## src/rtl/tx_serialiser_if.sv

```systemverilog
// Tx handshake bundle between the byte source, the serialiser and the bit encoder.
// The master side drives bytes in and pulls bits out; the slave side is the serialiser.
interface tx_serialiser_if;
    logic [7:0] in_data;
    logic       in_data_valid;
    logic [2:0] in_data_bits;
    logic       in_req;
    logic       out_data;
    logic       out_data_valid;
    logic       out_req;

    modport master (
        output in_data, in_data_valid, in_data_bits, out_req,
        input  in_req, out_data, out_data_valid
    );

    modport slave (
        input  in_data, in_data_valid, in_data_bits, out_req,
        output in_req, out_data, out_data_valid
    );
endinterface

```

## src/rtl/tx_serialiser.sv

```systemverilog
// Byte-to-bit Tx serialiser, LSB first, with optional ISO/IEC 14443A odd parity after full bytes.
// Define TX_SERIALISER_PARITY_EN to enable the parity bit; undefined, every byte emits only its data bits.
module tx_serialiser (
    input  logic          clk,
    input  logic          rst,
    tx_serialiser_if.slave bus
);

`ifdef TX_SERIALISER_PARITY_EN
    typedef enum logic [1:0] {IDLE, DATA, PARITY} state_t;
`else
    typedef enum logic [1:0] {IDLE, DATA} state_t;
`endif

    state_t     state_q, state_d;
    logic [7:0] shift_q, shift_d;
    logic [2:0] rem_q, rem_d;
    logic       out_valid_q, out_valid_d;
    logic       in_req_q, in_req_d;
    logic       load_en;
    logic       end_en;
`ifdef TX_SERIALISER_PARITY_EN
    logic       full_byte_q, full_byte_d;
    logic       parity_q, parity_d;
`endif

    // shift_q[0] is the bit on the wire; rem_q counts bits still to come after it,
    // so a full byte loads 7 and the 3-bit counter never needs to hold 8.
    always_comb begin
        state_d     = state_q;
        shift_d     = shift_q;
        rem_d       = rem_q;
        out_valid_d = out_valid_q;
        in_req_d    = 1'b0;
        load_en     = 1'b0;
        end_en      = 1'b0;
`ifdef TX_SERIALISER_PARITY_EN
        full_byte_d = full_byte_q;
        parity_d    = parity_q;
`endif

        case (state_q)
            IDLE: begin
                load_en = bus.in_data_valid;
            end
            DATA: begin
                if (bus.out_req) begin
                    if (rem_q != 3'd0) begin
                        shift_d = {1'b0, shift_q[7:1]};
                        rem_d   = rem_q - 3'd1;
                    end
`ifdef TX_SERIALISER_PARITY_EN
                    else if (full_byte_q) begin
                        state_d = PARITY;
                        shift_d = {7'b0, parity_q};
                    end
`endif
                    else begin
                        end_en = 1'b1;
                    end
                end
            end
`ifdef TX_SERIALISER_PARITY_EN
            PARITY: begin
                end_en = bus.out_req;
            end
`endif
            default: begin
                state_d = IDLE;
            end
        endcase

        // End of a byte: chain straight into the next one if upstream already has it.
        if (end_en) begin
            if (bus.in_data_valid) begin
                load_en = 1'b1;
            end else begin
                state_d     = IDLE;
                shift_d     = 8'd0;
                rem_d       = 3'd0;
                out_valid_d = 1'b0;
            end
        end

        if (load_en) begin
            state_d     = DATA;
            shift_d     = bus.in_data;
            rem_d       = bus.in_data_bits - 3'd1;
            out_valid_d = 1'b1;
            in_req_d    = 1'b1;
`ifdef TX_SERIALISER_PARITY_EN
            full_byte_d = (bus.in_data_bits == 3'd0);
            parity_d    = ~^bus.in_data;
`endif
        end
    end

    always_ff @(posedge clk) begin
        if (rst) begin
            state_q     <= IDLE;
            shift_q     <= 8'd0;
            rem_q       <= 3'd0;
            out_valid_q <= 1'b0;
            in_req_q    <= 1'b0;
`ifdef TX_SERIALISER_PARITY_EN
            full_byte_q <= 1'b0;
            parity_q    <= 1'b0;
`endif
        end else begin
            state_q     <= state_d;
            shift_q     <= shift_d;
            rem_q       <= rem_d;
            out_valid_q <= out_valid_d;
            in_req_q    <= in_req_d;
`ifdef TX_SERIALISER_PARITY_EN
            full_byte_q <= full_byte_d;
            parity_q    <= parity_d;
`endif
        end
    end

    assign bus.out_data       = shift_q[0];
    assign bus.out_data_valid = out_valid_q;
    assign bus.in_req         = in_req_q;

endmodule

```

## src/flat_wrapper.sv

```systemverilog
// flat-port wrapper written by rule: the top's interface ports become plain ports
module tx_serialiser_flat 
  (clk, rst, bus_in_data, bus_in_data_valid, bus_in_data_bits, bus_out_req, bus_in_req, bus_out_data, bus_out_data_valid);
  tx_serialiser_if bus_i ();
  input  logic clk;
  input  logic rst;
  input wire logic [$bits(bus_i.in_data)-1:0] bus_in_data;
  input wire logic [$bits(bus_i.in_data_valid)-1:0] bus_in_data_valid;
  input wire logic [$bits(bus_i.in_data_bits)-1:0] bus_in_data_bits;
  input wire logic [$bits(bus_i.out_req)-1:0] bus_out_req;
  output wire logic [$bits(bus_i.in_req)-1:0] bus_in_req;
  output wire logic [$bits(bus_i.out_data)-1:0] bus_out_data;
  output wire logic [$bits(bus_i.out_data_valid)-1:0] bus_out_data_valid;
  assign bus_i.in_data = bus_in_data;
  assign bus_i.in_data_valid = bus_in_data_valid;
  assign bus_i.in_data_bits = bus_in_data_bits;
  assign bus_i.out_req = bus_out_req;
  assign bus_in_req = bus_i.in_req;
  assign bus_out_data = bus_i.out_data;
  assign bus_out_data_valid = bus_i.out_data_valid;
  tx_serialiser u_core (.clk(clk), .rst(rst), .bus(bus_i));
endmodule
```

## config.mk

```make
export PLATFORM = sky130hd
export DESIGN_NAME = tx_serialiser_flat
export DESIGN_NICKNAME = d
export VERILOG_FILES = /design/src/rtl/tx_serialiser_if.sv /design/src/rtl/tx_serialiser.sv /design/src/flat_wrapper.sv
export SDC_FILE = /design/constraint.sdc
export NUM_CORES = 1
export LEC_CHECK = 0
export BUFFER_PORTS_ARGS = -buffer_cell sky130_fd_sc_hd__buf_2
export CORE_ASPECT_RATIO = 1.4
export CORE_MARGIN = 2
export CORE_UTILIZATION = 30
export DETAILED_ROUTE_END_ITERATION = 8
export PLACE_DENSITY = 0.53
export SETUP_SLACK_MARGIN = 0.3
export SLEW_MARGIN = 20
export SYNTH_ARGS = -nofsm -noshare
export SYNTH_HDL_FRONTEND = slang
export SYNTH_SLANG_ARGS = --single-unit
```

## constraint.sdc

```tcl
create_clock -name clk -period 1.8 [get_ports clk]
set_clock_uncertainty 0.05 [all_clocks]
set_input_delay 0.18 -clock clk [delete_from_list [all_inputs] [get_ports clk]]
set_output_delay 0.18 -clock clk [all_outputs]
set_load 0.005 [all_outputs]
```

==> summary.txt <==
Outcome
  – Status: finished, final reports clean

Synthesis
  – Synth Cell Area: 719 sq um
  – Cell taking the most area after synthesis: dfxtp_1
  – Syn Area/Cell: 9.34 sq um
  – Synth Area in Compound Gates: 0.273
  – Simple-Gate Fraction of Synth Area: 0.160
  – Xor/xnor share of the synthesized area: 0.0122
  – Gate Count Post-Synth: 77
  – Yosys reg bits: 15
  – Top area cells in the synthesized netlist: dfxtp_1, o2bb2ai_1, and3_1
  – Post-synthesis sequential area ratio: 0.417
  – YS warnings: 0
  – Yosys cell types: 30
  – Mux share of post-synthesis cell area: 0.0139
  – Adder-cell share of the synthesized area: 0.0522
  – Top cell type's share of synthesized area: 0.417
  – Syn Nets: 95
  – Main combinational cell family by area after synthesis: compound AO/OA/AOI/OAI gates

Placed design
  – Hpwl dp: 1.09 mm
  – Inst Count DP: 117
  – Final Wtd Congestion: 0.689
  – IO Port Bufs: 17

Detailed routing
  – Routed wire per std cell: 12.2 um
  – Final ANT Viol Nets: 0
  – Via density: 5.03
  – DR pass1 iterations: 4
  – Vias: 609
  – Initial DRC count: 11
  – Drt total wl: 1.48 mm
  – DR DRC count: 0

GRT
  – Vias in the first global route: 597
  – Total GRT Usage: 0.124
  – Number of antenna violations at the first check in global routing: 0
  – First-pass GRT wire length: 2.47 mm
  – Grt ovf: 0
  – Largest net degree at the start of global routing: 11

Timing
  – Setup TNS: 0 ns
  – Finish-stage setup viols: 0
  – Max-slew violations: 0
  – RSZ-0062 raised after global routing: no
  – Fmax: 0.732 GHz
  – Final period demand of the worst path: 1.37 ns
  – Final Hold Viols: 0
  – Period utilisation layout: 0.759

Clock tree
  – H-tree depth: 1
  – CTS tree: done
  – Clock Path Buffers: 2
  – Worst-skew pair later-pin latency: 0.28 ns
  – Root buf cell: clkbuf_4
  – Hold_buf cts: 0
  – Sink Count: 15
  – Clk slew on worst S/H paths: 0.09 ns
  – CTS buffer count: 3

Worst setup path
  – RR Endpoint: u_core.bus.out_data_valid
  – Crit-path slowest cell: dfxtp_1
  – Max incr delay on CP: 0.31 ns
  – Worst-path cell chain: inv_1 > ha_1 > nand2b_1 > buf_4 > nor2_1 > nor2_1 > a21o_1
  – Cell mode on critical path: nor2_1
  – Critical path startpoint category: register
  – Worst setup EP type: register
  – R2r startpoint: u_core.rem_q[1]
  – Crit Path Category: reg2reg
  – Max FO, Critical Path: 9
  – Worst Path Arrival: 1.49 ns
  – R2r setup slk: 0.43 ns
  – CP required: 1.92 ns
  – R2r worst-path depth: 7

Power and ir drop
  – Leakage: 0.416 nW
  – PwrDens: 753 nW/um^2
  – VDD IR max: 0.347 mV

Cells and area
  – Antenna fix cells: 0
  – Commonest non-fill, non-tap cell in the layout: buf_2
  – Most frequent cells in the layout: buf_2, dfxtp_1, o2bb2ai_1
  – Final std cells w/o fill: 121
  – Area grow syn2layout: 20.3%
  – Fin util: 0.370
  – Nets: 117
  – # fillers: 246
  – Share of layout cells above drive strength 1: 0.327

Die
  – Core footprint: 2340 sq um
  – Die Ht: 61.9 um
  – Initial core utilization: 0.308
  – Die Area: 2810 sq um
  – Die Wd: 45.4 um
  – # rows: 21
  – Top-Level Pins: 18

Job
  – Max cap viols: 0

Min path
  – Worst Hold Class: in2reg
  – Worst hold stages: 2
  – Worst Hold Path EP: u_core.shift_q[5]
  – Hold Crit Start: bus_in_data[5]
[routing by layer]
| layer | share of wire | global-route usage | wire (um) |
|---|---|---|---|
| met5 | 0 | 0 | 0 |
| met1 | 0.44 | 0.138 | 646 |
| met2 | 0.51 | 0.213 | 760 |
| met4 | 0.018 | 0.0882 | 27 |
| met3 | 0.030 | 0.0173 | 44 |
[synth_stat cells]
| cell | number |
|---|---|
| dfxtp_1 | 15 |
| o2bb2ai_1 | 8 |
| a21oi_1 | 7 |
| and3_1 | 7 |
| inv_1 | 7 |
| nor2_1 | 5 |
| ha_1 | 3 |
| nand2_1 | 2 |
| o22ai_1 | 2 |
| a21boi_0 | 1 |
| a21o_1 | 1 |
| a22oi_1 | 1 |
| a31oi_1 | 1 |
| and3b_1 | 1 |
| buf_2 | 1 |
| buf_4 | 1 |
| clkinv_2 | 1 |
| conb_1 | 1 |
| inv_2 | 1 |
| mux2i_1 | 1 |
| nand2b_1 | 1 |
| nand3_2 | 1 |
| nand3b_2 | 1 |
| o21ai_0 | 1 |
| o21ai_2 | 1 |
| o21bai_1 | 1 |
| o31ai_2 | 1 |
| o32ai_2 | 1 |
| or3b_1 | 1 |
| xnor2_1 | 1 |
[sequential cells by signal, summed over array words and instances (netlist names)]
name and cells:
u_core.bus.in_req 1, u_core.bus.out_data_valid 1, u_core.rem_q 3, u_core.shift_q 8, u_core.state_q 2
[cell families after synthesis]
| family | count (synthesis) |
|---|---|
| AO/OA/AOI/OAI | 26 |
| XOR/XNOR | 1 |
| adder cells (fa/ha/maj) | 3 |
| buffers and inverters | 11 |
| flip-flops | 15 |
| multiplexers | 1 |
| other | 1 |
| AND/OR/NAND/NOR | 19 |
[cell type report]
cell class / count / area (sq um) / share of cell area
flip-flops and latches: 15 / 302 / 0.348
well taps: 23 / 28.8 / 0.0332
clock buffers: 4 / 26.3 / 0.0303
inverters: 9 / 36.3 / 0.0419
repair buffers: 19 / 100 / 0.116
multi-input cells: 51 / 373 / 0.431
[power by group]
group          internal, mW  switching (mW)  total, mW
Sequential            0.351          0.0108      0.362
Clock                0.0858           0.101      0.187
Combinational        0.0489          0.0540      0.103
Total                 0.486           0.166      0.652
[worst max-delay path: cells and delay by family, from the launching register on]
| kind | cells | cell delay (ns) |
|---|---|---|
| buf+inv | 2 | 0.25 |
| fa+ha+maj | 1 | 0.17 |
| flops | 1 | 0.31 |
| compound gates | 1 | 0.17 |
| simple gates | 3 | 0.31 |
[through the flow]
| step | instance area (sq um) | power, mW | setup slack, ns | hold slack (ns) |
|---|---|---|---|---|
| CTS | 862 | 0.663 | 0.339 | 0.0335 |
| finish | 866 | 0.652 | 0.434 | 0.0448 |
| global placement | 836 | 0.471 | 0.403 | 0.332 |
| floorplan | 719 | 0.429 | 0.393 | 0.227 |
| detailed placement | 836 | 0.473 | 0.355 | 0.333 |
| global route | 866 | 0.688 | 0.326 | 0.0381 |
[how the worst max path moves through the flow]
stage | slack (ns) | endpoint | cells after the start | start
after floorplan | 0.39 | u_core.bus.out_data_valid | 8 | u_core.rem_q[0]
after global placement | 0.40 | u_core.bus.out_data_valid | 7 | u_core.rem_q[0]
after detailed placement | 0.35 | u_core.bus.out_data_valid | 7 | u_core.rem_q[0]
after CTS | 0.34 | u_core.bus.out_data_valid | 7 | u_core.rem_q[0]
after global routing | 0.33 | u_core.shift_q[0] | 7 | u_core.rem_q[0]
final | 0.43 | u_core.bus.out_data_valid | 7 | u_core.rem_q[1]
[repair_timing]
item,4_1_cts,5_1_grt
resized for setup,0,4
endpoints found under the setup margin,0,11
setup buffers,0,0
(Power assumes the default switching activity.)
